## src/rtl/instr_encoder_loader_if.sv

```systemverilog
// Field/handshake bundle between an instruction source and the encoder-loader,
// plus the instruction-memory write port the loader drives.
interface instr_encoder_loader_if #(
   parameter int unsigned ADDR_W = 8
);
   logic              start;
   logic              in_valid;
   logic              in_ready;
   logic [3:0]        op_sel;
   logic [4:0]        rs;
   logic [4:0]        rt;
   logic [4:0]        rd;
   logic [4:0]        shamt;
   logic [5:0]        funct;
   logic [15:0]       imm;
   logic [25:0]       target;
   logic              last;
   logic              imem_we;
   logic [ADDR_W-1:0] imem_addr;
   logic [31:0]       imem_wdata;
   logic [ADDR_W:0]   count;
   logic              done;
   logic              err;

   modport master (
      output start, in_valid, op_sel, rs, rt, rd, shamt, funct, imm, target, last,
      input  in_ready, imem_we, imem_addr, imem_wdata, count, done, err
   );

   modport slave (
      input  start, in_valid, op_sel, rs, rt, rd, shamt, funct, imm, target, last,
      output in_ready, imem_we, imem_addr, imem_wdata, count, done, err
   );
endinterface

```

## src/rtl/instr_encoder_loader.sv

```systemverilog
// Encodes decoded MIPS instruction descriptions into 32-bit words and writes them
// to consecutive instruction-memory locations, one word per two cycles.
module instr_encoder_loader #(
   parameter int unsigned ADDR_W = 8
) (
   input logic                   clk,
   input logic                   rst,
   instr_encoder_loader_if.slave bus
);

   localparam int unsigned Depth = 2 ** ADDR_W;
   localparam logic [ADDR_W:0] LastPtr = (ADDR_W + 1)'(Depth - 1);

   typedef enum logic [1:0] {StIdle, StLoad, StWrite, StDone} state_e;

   state_e            state_q, state_d;
   logic [ADDR_W:0]   count_q, count_d;
   logic [ADDR_W-1:0] addr_q, addr_d;
   logic [31:0]       wdata_q, wdata_d;
   logic              last_q, last_d;
   logic              err_q, err_d;

   logic              legal;
   logic [31:0]       enc;

   always_comb begin
      legal = 1'b1;
      enc   = '0;
      case (bus.op_sel)
         4'd0:    enc = {6'b000000, bus.rs, bus.rt, bus.rd, bus.shamt, bus.funct};
         4'd1:    enc = {6'b100011, bus.rs, bus.rt, bus.imm};
         4'd2:    enc = {6'b101011, bus.rs, bus.rt, bus.imm};
         4'd3:    enc = {6'b000100, bus.rs, bus.rt, bus.imm};
         4'd4:    enc = {6'b000101, bus.rs, bus.rt, bus.imm};
         4'd5:    enc = {6'b000010, bus.target};
         4'd6:    enc = {6'b001000, bus.rs, bus.rt, bus.imm};
         default: legal = 1'b0;
      endcase
   end

   always_comb begin
      state_d = state_q;
      count_d = count_q;
      addr_d  = addr_q;
      wdata_d = wdata_q;
      last_d  = last_q;
      err_d   = err_q;
      unique case (state_q)
         StIdle, StDone: begin
            if (bus.start) begin
               state_d = StLoad;
               count_d = '0;
               err_d   = 1'b0;
            end
         end
         StLoad: begin
            if (bus.in_valid) begin
               if (legal) begin
                  wdata_d = enc;
                  addr_d  = count_q[ADDR_W-1:0];
                  last_d  = bus.last;
                  state_d = StWrite;
               end else begin
                  err_d   = 1'b1;
                  state_d = StDone;
               end
            end
         end
         StWrite: begin
            count_d = count_q + 1'b1;
            // A last-flagged final slot ends cleanly; only an unflagged full memory is an error.
            if (last_q) begin
               state_d = StDone;
            end else if (count_q == LastPtr) begin
               err_d   = 1'b1;
               state_d = StDone;
            end else begin
               state_d = StLoad;
            end
         end
         default: state_d = StIdle;
      endcase
   end

   always_ff @(posedge clk) begin
      if (!rst) begin
         state_q <= StIdle;
         count_q <= '0;
         addr_q  <= '0;
         wdata_q <= '0;
         last_q  <= 1'b0;
         err_q   <= 1'b0;
      end else begin
         state_q <= state_d;
         count_q <= count_d;
         addr_q  <= addr_d;
         wdata_q <= wdata_d;
         last_q  <= last_d;
         err_q   <= err_d;
      end
   end

   assign bus.in_ready   = (state_q == StLoad);
   assign bus.imem_we    = (state_q == StWrite);
   assign bus.done       = (state_q == StDone);
   assign bus.imem_addr  = addr_q;
   assign bus.imem_wdata = wdata_q;
   assign bus.count      = count_q;
   assign bus.err        = err_q;

endmodule

```

## src/flat_wrapper.sv

```systemverilog
// flat-port wrapper written by rule: the top's interface ports become plain ports
module instr_encoder_loader_flat 
#(
   parameter int unsigned ADDR_W = 8
)
  (clk, rst, bus_start, bus_in_valid, bus_op_sel, bus_rs, bus_rt, bus_rd, bus_shamt, bus_funct, bus_imm, bus_target, bus_last, bus_in_ready, bus_imem_we, bus_imem_addr, bus_imem_wdata, bus_count, bus_done, bus_err);
  instr_encoder_loader_if #(.ADDR_W(ADDR_W)) bus_i ();
  input logic clk;
  input logic rst;
  input wire logic [$bits(bus_i.start)-1:0] bus_start;
  input wire logic [$bits(bus_i.in_valid)-1:0] bus_in_valid;
  input wire logic [$bits(bus_i.op_sel)-1:0] bus_op_sel;
  input wire logic [$bits(bus_i.rs)-1:0] bus_rs;
  input wire logic [$bits(bus_i.rt)-1:0] bus_rt;
  input wire logic [$bits(bus_i.rd)-1:0] bus_rd;
  input wire logic [$bits(bus_i.shamt)-1:0] bus_shamt;
  input wire logic [$bits(bus_i.funct)-1:0] bus_funct;
  input wire logic [$bits(bus_i.imm)-1:0] bus_imm;
  input wire logic [$bits(bus_i.target)-1:0] bus_target;
  input wire logic [$bits(bus_i.last)-1:0] bus_last;
  output wire logic [$bits(bus_i.in_ready)-1:0] bus_in_ready;
  output wire logic [$bits(bus_i.imem_we)-1:0] bus_imem_we;
  output wire logic [$bits(bus_i.imem_addr)-1:0] bus_imem_addr;
  output wire logic [$bits(bus_i.imem_wdata)-1:0] bus_imem_wdata;
  output wire logic [$bits(bus_i.count)-1:0] bus_count;
  output wire logic [$bits(bus_i.done)-1:0] bus_done;
  output wire logic [$bits(bus_i.err)-1:0] bus_err;
  assign bus_i.start = bus_start;
  assign bus_i.in_valid = bus_in_valid;
  assign bus_i.op_sel = bus_op_sel;
  assign bus_i.rs = bus_rs;
  assign bus_i.rt = bus_rt;
  assign bus_i.rd = bus_rd;
  assign bus_i.shamt = bus_shamt;
  assign bus_i.funct = bus_funct;
  assign bus_i.imm = bus_imm;
  assign bus_i.target = bus_target;
  assign bus_i.last = bus_last;
  assign bus_in_ready = bus_i.in_ready;
  assign bus_imem_we = bus_i.imem_we;
  assign bus_imem_addr = bus_i.imem_addr;
  assign bus_imem_wdata = bus_i.imem_wdata;
  assign bus_count = bus_i.count;
  assign bus_done = bus_i.done;
  assign bus_err = bus_i.err;
  instr_encoder_loader #(.ADDR_W(ADDR_W)) u_core (.clk(clk), .rst(rst), .bus(bus_i));
endmodule
```

## config.mk

```make
export PLATFORM = sky130hd
export DESIGN_NAME = instr_encoder_loader_flat
export DESIGN_NICKNAME = d
export VERILOG_FILES = /design/src/rtl/instr_encoder_loader_if.sv /design/src/rtl/instr_encoder_loader.sv /design/src/flat_wrapper.sv
export SDC_FILE = /design/constraint.sdc
export NUM_CORES = 1
export LEC_CHECK = 0
export CAP_MARGIN = 20
export CORE_ASPECT_RATIO = 1.25
export CORE_MARGIN = 1.5
export CORE_UTILIZATION = 25
export DETAILED_ROUTE_END_ITERATION = 8
export PLACE_DENSITY = 0.55
export SYNTH_ARGS = -nofsm -noshare
export SYNTH_HDL_FRONTEND = slang
export SYNTH_SLANG_ARGS = --single-unit
export TNS_END_PERCENT = 1
```

## constraint.sdc

```tcl
create_clock -name clk -period 2 [get_ports clk]
set_input_delay 0.3 -clock clk [delete_from_list [all_inputs] [get_ports clk]]
set_output_delay 0.3 -clock clk [all_outputs]
set_load 0.02 [all_outputs]
```

==> results.yml <==
sta:
  final.setup_skew_ps: 4.279
  setup_viol: 0
  fmax_mhz: 523.6
  slew_violations: 0
  period_minus_slack_ps: 1910
  post-route-period-util: 0.9549
  whs_ps: 410.6
  worst_slack_ps: 90.20
  rsz0062_at_grt: "no"
  hold_violations: 0
global_routing:
  grtUsageTotal: 0.1408
  grt_pass1_wl_mm: 12.65
  overflow: 0
  grt_max_degree: 37
  antenna_found_initial: 0
  grt_pass1_vias: 2726
worst_setup_path:
  cp_slowest_cell: "clkdlybuf4s50_1"
  worstRegToRegCells: 7
  critPathRequiredTime_ps: 1700
  crit_chain: "ha_2, clkdlybuf4s50_1"
  cp_max_fo: 7
  crit_path_end_kind: "output port"
  crit_arrival_ps: 1610
  slowest_delay_ps: 630
  cp-start-kind: "flop"
  crit_type: "reg -> out"
die:
  die_area_mm2: 0.01131
  fp.dieH_um: 118.5
  std_cell_rows: 42
  ios: 130
  core_region_area_mm2: 0.01051
  fp.dieW_um: 95.44
  initial_core_util: 0.2540
cells_and_area:
  finish.instance_area_mm2: 0.004324
  fillCellCount: 1062
  layout.nets: 522
  syn_to_final_growth_pct: 61.95
  layoutNonFillerInstCount: 573
  drive_above_1_share: 0.09070
  antennaDiodeCount: 0
clock_tree:
  clkTransAtPathRegs_ps: 70
  cts_inserted_buffers: 5
  clk_path_buf_depth: 2
  tritoncts: "built"
  clk_latency_ps: 280
  cts_htree_levels: 2
  root_buffer: "clkbuf_16"
  cts_num_sinks: 52
  post_cts_buffers: 0
  ctsHoldBuffers: 0
logic_synthesis:
  synthTopCellsByArea: "dfxtp_1, a21oi_1, a2bb2oi_1"
  ys_types: 46
  synth_top_cell_by_area: "dfxtp_1"
  postSynthCellCount: 311
  yosysSeqAreaShare: 0.3899
  synthFlopType: "dfxtp_1"
  ys_seq_elements: 52
  postSynthAreaPerCell_um2: 8.585
  synth_warnings: 0
  async_flop_share: 0
  synth.top_cell.area_share: 0.3899
  synth_edf_count: 0
  synth_nets: 393
  synth_area_mm2: 0.002670
route:
  viasPerCell: 4.698
  drt-total-wl_mm: 7.669
  drt-wirelength-per-cell_um: 13.38
  drt_first_pass_iters: 4
  vias: 2692
  antenna_left: 0
  drtIter0Drc: 76
  route.detailed.drc: 0
placement:
  postPlaceCellArea_mm2: 0.004151
  gp_congestion: 0.7351
  place_inst: 565
  io_buffers: 128
  post-place-ws_ps: 9.422
  dp_hpwl_mm: 5.941
pwr:
  power_mw: 2.724
  peakVddDrop_v: 0.0003043
  power_density_mw_per_mm2: 629.9
  leakage_nw: 1.489
hold_path:
  holdCritPathClass: "in -> reg"
  hold_depth: 3
status:
  status: "finished, final reports clean"
job:
  cap_viol_max_count: 0
[synth_stat cells (all sizes together), types with 2 or more instances]
| cell type | instances |
|---|---|
| nor4 | 2 |
| nor2b | 5 |
| inv | 6 |
| dfxtp | 52 |
| nand3b | 3 |
| mux2i | 2 |
| xnor2 | 5 |
| and2 | 4 |
| buf | 19 |
| o31ai | 10 |
| a22oi | 17 |
| nor3b | 12 |
| a21boi | 11 |
| nor2 | 8 |
| nand2b | 6 |
| a2bb2oi | 16 |
| nand3 | 13 |
| nand2 | 29 |
| clkbuf | 8 |
| o21ai | 28 |
| ha | 5 |
| nor3 | 5 |
| a21oi | 32 |
[through the flow]
step	setup TNS, ps	util
after floorplan	0	-
after global placement	0	0.3950
after detailed placement	0	0.3950
after CTS	-19.68	0.4112
after global routing	0	0.4114
final	0	0.4114
[cells by family after synthesis]
kind of cell,synth area share
xor+xnor,0.01968
other cells,0.001404
simple gates,0.1950
flops,0.3899
buf+inv,0.07123
mux,0.008902
compound gates,0.2905
fa+ha+maj,0.02343
[report_power, final]
part | internal (mW) | switching [mW] | total [mW]
logic | 0.360 | 0.293 | 0.652
clock network | 0.588 | 0.380 | 0.968
registers | 1.08 | 0.0268 | 1.10
[sequential cells by signal (all words and copies together) (netlist names)]
name / count
u_core.state_q: 2
u_core.bus.count: 9
u_core.bus.imem_wdata: 31
u_core.bus.imem_addr: 8
u_core.bus.err: 1
u_core.last_q: 1
[path summary, 6_finish.rpt]
path	start	endpoint	slack (ps)
worst max-delay path	u_core.state_q[0]	bus_in_ready	90
worst min-delay path	rst	u_core.bus.imem_wdata[4]	410
worst max register to register	u_core.state_q[0]	u_core.bus.err	260
worst min register to register	u_core.bus.imem_wdata[28]	u_core.bus.imem_wdata[28]	460
[repair_timing]
item / CTS / global route
setup endpoints to repair: 2 / 1
gates resized for setup: 1 / 1
gates cloned: 0 / 0
[cell usage in the layout (no fill, tap or decap), types with 2 or more instances in the layout]
cell type,count
buf_4,17
buf_12,4
and2_1,3
nor2b_1,5
nor2_1,7
nand3b_1,2
nor3b_1,12
dfxtp_1,52
nor4_1,2
xnor2_1,5
nand3_1,13
o21ai_0,28
a21boi_0,10
nand2b_1,6
a22oi_1,17
inv_1,6
clkdlybuf4s50_1,127
a2bb2oi_1,16
o31ai_1,10
clkbuf_16,5
nor3_1,4
a21oi_1,31
ha_1,3
ha_2,2
nand2_1,29
[layer usage]
layer	part of all wire	track usage	wire length (um)
met3	0.079	0.03861	605
met4	0.012	0.03401	94
met5	0	0	0
met1	0.41	0.1608	3163
met2	0.50	0.2531	3806
[worst max-delay path, delay by kind of cell (launching register included)]
| family | cells | cell delay (ps) |
|---|---|---|
| adder cells (fa/ha/maj) | 1 | 300 |
| buffers and inverters | 1 | 630 |
| flip-flops | 1 | 390 |
[final cells by class]
class / count / area, um^2 / area share
multi-input combinational: 226 / 1444 / 0.3339
inverter: 6 / 22.52 / 0.005208
clock buffer: 5 / 125.1 / 0.02894
sequential: 52 / 1041 / 0.2407
clock inverter: 3 / 42.54 / 0.009838
timing repair buffer: 149 / 1484 / 0.3432
tap: 132 / 165.2 / 0.03819
No activity file was read; power rests on OpenSTA's default activity.
